[config.mk]
export PLATFORM = sky130hd
export DESIGN_NAME = channel_drain_flat
export DESIGN_NICKNAME = d
export VERILOG_FILES = /design/src/rtl/channel_drain_pkg.sv /design/src/rtl/channel_drain_if.sv /design/src/rtl/rr_arb4.sv /design/src/rtl/channel_drain.sv /design/src/flat_wrapper.sv
export SDC_FILE = /design/constraint.sdc
export NUM_CORES = 1
export LEC_CHECK = 0
export CORE_ASPECT_RATIO = 0.75
export CORE_MARGIN = 2
export CORE_UTILIZATION = 37
export CTS_CLUSTER_DIAMETER = 200
export DETAILED_ROUTE_END_ITERATION = 8
export PLACE_DENSITY = 0.75
export SYNTH_ARGS = -nofsm -noshare
export SYNTH_HDL_FRONTEND = slang
export SYNTH_SLANG_ARGS = --single-unit
[constraint.sdc]
create_clock -name clk -period 3.6 [get_ports clk]
set_clock_uncertainty 0.1 [all_clocks]
set_input_delay 0.72 -clock clk [delete_from_list [all_inputs] [get_ports clk]]
set_output_delay 0.72 -clock clk [all_outputs]
set_load 0.05 [all_outputs]
[src/rtl/channel_drain_pkg.sv]
// Shared DMA definitions: channel count, word size and the drain FSM encoding.
// Also hosts a one-hot to index helper used with the round-robin arbiter.
package channel_drain_pkg;

    localparam int unsigned NUM_CH     = 4;
    localparam int unsigned CH_W       = 2;
    localparam int unsigned WORD_BYTES = 4;
    localparam int unsigned DATA_W     = 32;

    typedef enum logic [1:0] {
        StArb,
        StRead,
        StCapt,
        StXfer
    } drain_state_e;

    function automatic logic [CH_W-1:0] onehot_to_idx(input logic [NUM_CH-1:0] oh);
        logic [CH_W-1:0] idx;
        idx = '0;
        for (int i = 0; i < NUM_CH; i++) begin
            if (oh[i]) idx = CH_W'(i);
        end
        return idx;
    endfunction

endpackage

[src/rtl/channel_drain_if.sv]
// One-word write bus between the drain engine (master) and the system bus (slave).
interface channel_drain_if #(
    parameter int unsigned ADDR_W = 32
);
    import channel_drain_pkg::*;

    logic              bus_valid;
    logic              bus_ready;
    logic [ADDR_W-1:0] bus_addr;
    logic [DATA_W-1:0] bus_wdata;

    modport master (output bus_valid, output bus_addr, output bus_wdata, input bus_ready);
    modport slave  (input bus_valid, input bus_addr, input bus_wdata, output bus_ready);

endinterface

[src/rtl/rr_arb4.sv]
// Four-requester round-robin arbiter: searches cyclically starting at ptr+1 and
// returns a one-hot grant (all zero when nothing requests).
module rr_arb4
    import channel_drain_pkg::*;
(
    input  logic [NUM_CH-1:0] req,
    input  logic [CH_W-1:0]   ptr,
    output logic [NUM_CH-1:0] gnt
);

    logic [CH_W-1:0] idx;
    logic            found;

    always_comb begin
        gnt   = '0;
        found = 1'b0;
        idx   = '0;
        // i = NUM_CH wraps back to ptr itself, so the last winner has lowest priority
        for (int i = 1; i <= NUM_CH; i++) begin
            idx = ptr + CH_W'(i);
            if (!found && req[idx]) begin
                gnt[idx] = 1'b1;
                found    = 1'b1;
            end
        end
    end

endmodule

[src/rtl/channel_drain.sv]
// Read-side DMA engine: drains four channel FIFOs round-robin, in bursts of up to
// BURST words, issuing one-word bus writes to each channel's advancing destination.
module channel_drain
    import channel_drain_pkg::*;
#(
    parameter int unsigned BURST  = 4,
    parameter int unsigned LEN_W  = 16,
    parameter int unsigned ADDR_W = 32
) (
    input  logic                     clk,
    input  logic                     rst,
    input  logic [NUM_CH-1:0]        ch_start,
    input  logic [NUM_CH*ADDR_W-1:0] ch_dst,
    input  logic [NUM_CH*LEN_W-1:0]  ch_len,
    output logic [NUM_CH-1:0]        ch_busy,
    output logic [NUM_CH-1:0]        ch_done,
    output logic                     rd_0,
    output logic                     rd_1,
    output logic                     rd_2,
    output logic                     rd_3,
    input  logic [DATA_W-1:0]        rdata_0,
    input  logic [DATA_W-1:0]        rdata_1,
    input  logic [DATA_W-1:0]        rdata_2,
    input  logic [DATA_W-1:0]        rdata_3,
    input  logic                     empty_0,
    input  logic                     empty_1,
    input  logic                     empty_2,
    input  logic                     empty_3,
    channel_drain_if.master          bus
);

    localparam int unsigned BeatW = $clog2(BURST + 1);

    drain_state_e      state_q;
    logic [CH_W-1:0]   rr_q;
    logic [CH_W-1:0]   cur_q;
    logic [BeatW-1:0]  beat_q;
    logic [NUM_CH-1:0] rd_q;
    logic [NUM_CH-1:0] done_q;
    logic              valid_q;
    logic [ADDR_W-1:0] addr_q;
    logic [DATA_W-1:0] wdata_q;
    logic [ADDR_W-1:0] dst_q [NUM_CH];
    logic [LEN_W-1:0]  rem_q [NUM_CH];

    logic [NUM_CH-1:0] empty;
    logic [NUM_CH-1:0] cand;
    logic [NUM_CH-1:0] gnt;
    logic [CH_W-1:0]   gnt_idx;
    logic [DATA_W-1:0] rdata [NUM_CH];

    assign empty = {empty_3, empty_2, empty_1, empty_0};

    always_comb begin
        rdata[0] = rdata_0;
        rdata[1] = rdata_1;
        rdata[2] = rdata_2;
        rdata[3] = rdata_3;
    end

    always_comb begin
        ch_busy = '0;
        for (int n = 0; n < NUM_CH; n++) begin
            ch_busy[n] = (rem_q[n] != '0);
        end
    end

    assign cand    = ch_busy & ~empty;
    assign gnt_idx = onehot_to_idx(gnt);

    rr_arb4 u_arb (
        .req (cand),
        .ptr (rr_q),
        .gnt (gnt)
    );

    always_ff @(posedge clk) begin
        if (rst) begin
            state_q <= StArb;
            rr_q    <= CH_W'(NUM_CH - 1);
            cur_q   <= '0;
            beat_q  <= '0;
            rd_q    <= '0;
            done_q  <= '0;
            valid_q <= 1'b0;
            addr_q  <= '0;
            wdata_q <= '0;
            for (int n = 0; n < NUM_CH; n++) begin
                dst_q[n] <= '0;
                rem_q[n] <= '0;
            end
        end else begin
            rd_q   <= '0;
            done_q <= '0;

            // Loads only land on idle channels, so they never collide with the
            // decrement of the channel currently being drained.
            for (int n = 0; n < NUM_CH; n++) begin
                if (ch_start[n] && !ch_busy[n] && ch_len[n*LEN_W +: LEN_W] != '0) begin
                    dst_q[n] <= ch_dst[n*ADDR_W +: ADDR_W];
                    rem_q[n] <= ch_len[n*LEN_W +: LEN_W];
                end
            end

            unique case (state_q)
                StArb: begin
                    if (|cand) begin
                        cur_q   <= gnt_idx;
                        rr_q    <= gnt_idx;
                        beat_q  <= '0;
                        rd_q    <= gnt;
                        state_q <= StRead;
                    end
                end
                StRead: begin
                    state_q <= StCapt;
                end
                StCapt: begin
                    wdata_q <= rdata[cur_q];
                    addr_q  <= dst_q[cur_q];
                    valid_q <= 1'b1;
                    state_q <= StXfer;
                end
                StXfer: begin
                    if (bus.bus_ready) begin
                        valid_q       <= 1'b0;
                        dst_q[cur_q]  <= dst_q[cur_q] + ADDR_W'(WORD_BYTES);
                        rem_q[cur_q]  <= rem_q[cur_q] - LEN_W'(1);
                        beat_q        <= beat_q + 1'b1;
                        if (rem_q[cur_q] == LEN_W'(1)) begin
                            done_q[cur_q] <= 1'b1;
                            state_q       <= StArb;
                        end else if ((beat_q + 1'b1) < BeatW'(BURST) && !empty[cur_q]) begin
                            rd_q[cur_q] <= 1'b1;
                            state_q     <= StRead;
                        end else begin
                            state_q <= StArb;
                        end
                    end
                end
                default: state_q <= StArb;
            endcase
        end
    end

    assign rd_0 = rd_q[0];
    assign rd_1 = rd_q[1];
    assign rd_2 = rd_q[2];
    assign rd_3 = rd_q[3];

    assign ch_done       = done_q;
    assign bus.bus_valid = valid_q;
    assign bus.bus_addr  = addr_q;
    assign bus.bus_wdata = wdata_q;

endmodule
[src/flat_wrapper.sv]
// flat-port wrapper written by rule: the top's interface ports become plain ports
module channel_drain_flat import channel_drain_pkg::*;
#(
    parameter int unsigned BURST  = 4,
    parameter int unsigned LEN_W  = 16,
    parameter int unsigned ADDR_W = 32
)
  (clk, rst, ch_start, ch_dst, ch_len, ch_busy, ch_done, rd_0, rd_1, rd_2, rd_3, rdata_0, rdata_1, rdata_2, rdata_3, empty_0, empty_1, empty_2, empty_3, bus_bus_valid, bus_bus_addr, bus_bus_wdata, bus_bus_ready);
  channel_drain_if #(.ADDR_W(ADDR_W)) bus_i ();
  input  logic clk;
  input  logic rst;
  input  logic [NUM_CH-1:0] ch_start;
  input  logic [NUM_CH*ADDR_W-1:0] ch_dst;
  input  logic [NUM_CH*LEN_W-1:0] ch_len;
  output logic [NUM_CH-1:0] ch_busy;
  output logic [NUM_CH-1:0] ch_done;
  output logic rd_0;
  output logic rd_1;
  output logic rd_2;
  output logic rd_3;
  input  logic [DATA_W-1:0] rdata_0;
  input  logic [DATA_W-1:0] rdata_1;
  input  logic [DATA_W-1:0] rdata_2;
  input  logic [DATA_W-1:0] rdata_3;
  input  logic empty_0;
  input  logic empty_1;
  input  logic empty_2;
  input  logic empty_3;
  output wire logic [$bits(bus_i.bus_valid)-1:0] bus_bus_valid;
  output wire logic [$bits(bus_i.bus_addr)-1:0] bus_bus_addr;
  output wire logic [$bits(bus_i.bus_wdata)-1:0] bus_bus_wdata;
  input wire logic [$bits(bus_i.bus_ready)-1:0] bus_bus_ready;
  assign bus_bus_valid = bus_i.bus_valid;
  assign bus_bus_addr = bus_i.bus_addr;
  assign bus_bus_wdata = bus_i.bus_wdata;
  assign bus_i.bus_ready = bus_bus_ready;
  channel_drain #(.BURST(BURST), .LEN_W(LEN_W), .ADDR_W(ADDR_W)) u_core (.clk(clk), .rst(rst), .ch_start(ch_start), .ch_dst(ch_dst), .ch_len(ch_len), .ch_busy(ch_busy), .ch_done(ch_done), .rd_0(rd_0), .rd_1(rd_1), .rd_2(rd_2), .rd_3(rd_3), .rdata_0(rdata_0), .rdata_1(rdata_1), .rdata_2(rdata_2), .rdata_3(rdata_3), .empty_0(empty_0), .empty_1(empty_1), .empty_2(empty_2), .empty_3(empty_3), .bus(bus_i));
endmodule
==> results_dict.tcl <==
set metrics [dict create \
    areaGrowthSynthToFinish_pct 42.04 \
    htreeDepth 1 \
    multi_input_area_sq_um 6600 \
    worstMarginPinSlew_ps 1142 \
    grt_max_degree 49 \
    synthFlopType "edfxtp_1" \
    clock_latency_ps 580 \
    yosys.area.top_type "edfxtp_1" \
    period_share_pct 95.43 \
    cap_violations 0 \
    cp_data_arrival_time_ps 3650 \
    synth_common_cells "213 x nand2_1, 192 x edfxtp_1, 173 x o21ai_0, 101 x nor2_1, 84 x dfxtp_1" \
    num-fill-cells 3249 \
    yosysUniqueCellTypes 55 \
    timing.fmax_mhz 291.1 \
    synth_edf_count 192 \
    syn_nets 1578 \
    synth_area_leaders "edfxtp_1 40%, mux4_2 12%, dfxtp_1 12%" \
    syn_area_sq_um 14360 \
    via_per_inst 5.686 \
    gr-usage-met1_pct 35.97 \
    routed_wl_mm 52.51 \
    yosysMostFrequentCell "nand2_1" \
    power_density_nw_per_um2 572.8 \
    register_area_sq_um 7455 \
    top_usage_layer "met2" \
    cp_max_fo 14 \
    cts_tree "yes" \
    finalSetupViolations 0 \
    dp_cells 2132 \
    ys_ff_latch 276 \
    cts_root_buf "clkbuf_16" \
    antenna_found_initial 2 \
    wire_per_inst_um 24.01 \
    period_minus_slack_ps 3435 \
    first_pass_iters 7 \
    row_count 62 \
    final_cells 2187 \
    ys_warn_count 0 \
    route.detailed.drc 0 \
    use_met3_pct 5.206 \
    grt_pass1_wl_mm 77.45 \
    worst_setup_path_start_kind "flip-flop" \
    hold_viol 0 \
    grt_pass1_vias 12520 \
    first_iter_violations 1246 \
    portBuffers 407 \
    ant_nets 0 \
    pin_count 408 \
    clock-sinks 276 \
    cellLeakagePower_nw 6.956 \
    clkSlewWorstSetupHoldPaths_ps 70 \
    die_h_um 174.6 \
    rsz0062_at_grt "false" \
    ir_drop_v 0.0003006 \
    ys_seq_area_share_pct 51.87 \
    grt_usage_pct 25.28 \
    maxSlewHeadroom_pct 23.16 \
    die-area_sq_um 40410 \
    gp_congestion 0.9290 \
    yosysTopAreaCellShare_pct 40.16 \
    start_util_pct 37.54 \
    tns_ps 0 \
    hold_path.class "flip-flop to flip-flop" \
    hold_slack_ps 399.1 \
    postCtsSetupBuffers 0 \
    syn_area_per_cell_sq_um 11.66 \
    dp_hpwl_mm 37.87 \
    crit_type "flip-flop to flip-flop" \
    gr-usage-met2_pct 39.90 \
    cp_data_required_time_ps 3820 \
    die_w_um 231.5 \
    synthArstFlopShare_pct 0 \
    numCtsBuffers 29 \
    cp-end-kind "flip-flop" \
    fp.coreArea_sq_um 38240 \
    cts_max_path_buffers 3 \
    final_max_slew_viol_count 0 \
    netlist_instances 1231 \
    status "finished clean" \
    drive_above_1_share_pct 12.66 \
    nets 1998 \
    grt.overflow.total 0 \
    vias 12440 \
]
-- cell usage in the layout, fill, tap and decap left out, drive strengths merged, types with 3 or more instances in the layout --
cell type        n
buf             56
and2             4
nand3b           5
and4             4
bufinv           5
nor2b            6
o21ai          186
clkbuf          33
xor2            27
inv             17
xnor2           16
mux2i           65
nand4           14
a21oi            8
dfxtp           84
mux4            88
nand3           18
nor2           101
a41o             4
clkinvlp         3
nor3            12
ha              16
a22o            12
nor4            37
clkinv           9
edfxtp         192
a41oi            8
clkdlybuf4s50  406
nand2          213
-- timing repair --
| action | 4_1_cts | 5_1_grt |
|---|---|---|
| setup endpoints to repair | 0 | 6 |
| gates resized for setup | 0 | 1 |
| hold buffers | 0 | 0 |
-- final cells by class --
type	instances	area share, %
sequential	276	36.56
multi-input combinational	869	32.37
timing repair buffer	462	22.60
clock buffer	33	3.731
tap	512	3.141
clock inverter	21	1.350
inverter	13	0.2393
antenna	1	0.01227
-- metal layers --
metal	share of wire, %	vias up	wire (um)
met5	0.015	-	8
met4	2.2	2	1166
met3	10	67	5238
met2	46	745	24300
met1	42	6119	21790
li1	-	5502	-
-- path summary, 6_finish.rpt --
path | from | end | slack (ps) | cells past startpoint
hold reg to reg | u_core.bus.bus_wdata[28] | u_core.bus.bus_wdata[28] | 400 | 2
setup / recovery | flip-flop | u_core.rem_q[0][14] | 160 | 7
setup reg to reg | flip-flop | u_core.rem_q[0][14] | 160 | 7
hold / removal | u_core.bus.bus_wdata[28] | u_core.bus.bus_wdata[28] | 400 | 2
-- critical path, cell delays in order (launching register included) --
cell      delay (ps)
dfxtp_4          530
buf_12           210
mux4_1           630
or4_4            600
nor4_4           510
nand3b_1         150
xor2_1           270
o21ai_0          150
-- logic make-up after synthesis --
logic type / synth area share, %
AOI/OAI and AO/OA: 9.238
xor gates and xnor gates: 2.676
adders and majority gates: 1.394
buffers and inverters: 2.667
DFF: 51.87
muxes: 18.68
and+or+nand+nor: 13.47
-- stage by stage --
stage | power (W) | util, % | cell area [sq um] | setup slack (ps)
CTS | 0.01172 | 53.30 | 20380 | 207.8
global placement | 0.008378 | 50.59 | 19350 | 270.2
floorplan | 0.006905 | - | 14360 | 141.2
finish | 0.01168 | 53.32 | 20390 | 164.6
global route | 0.01215 | 53.31 | 20390 | 21.61
detailed placement | 0.008456 | 50.59 | 19350 | 203.5
-- state kept, by name (all words and copies together), names as in the netlist, named ones only --
name and cells:
u_core.rr_q 2, u_core.state_q 2, u_core.ch_done 4, u_core.beat_q 3, u_core.bus.bus_valid 1, u_core.dst_q 128, u_core.bus.bus_wdata 32, u_core.rd_q 4
u_core.bus.bus_addr 32, u_core.rem_q 64, u_core.cur_q 2
-- report_power, final --
group	leakage (nW)	internal [W]	switching (W)	total, W
logic	3.79	0.00192	0.00253	0.00446
registers	2.67	0.00373	0.000230	0.00396
clock network	0.498	0.00190	0.00136	0.00326
Note: power is estimated with default switching activity, not from simulation.
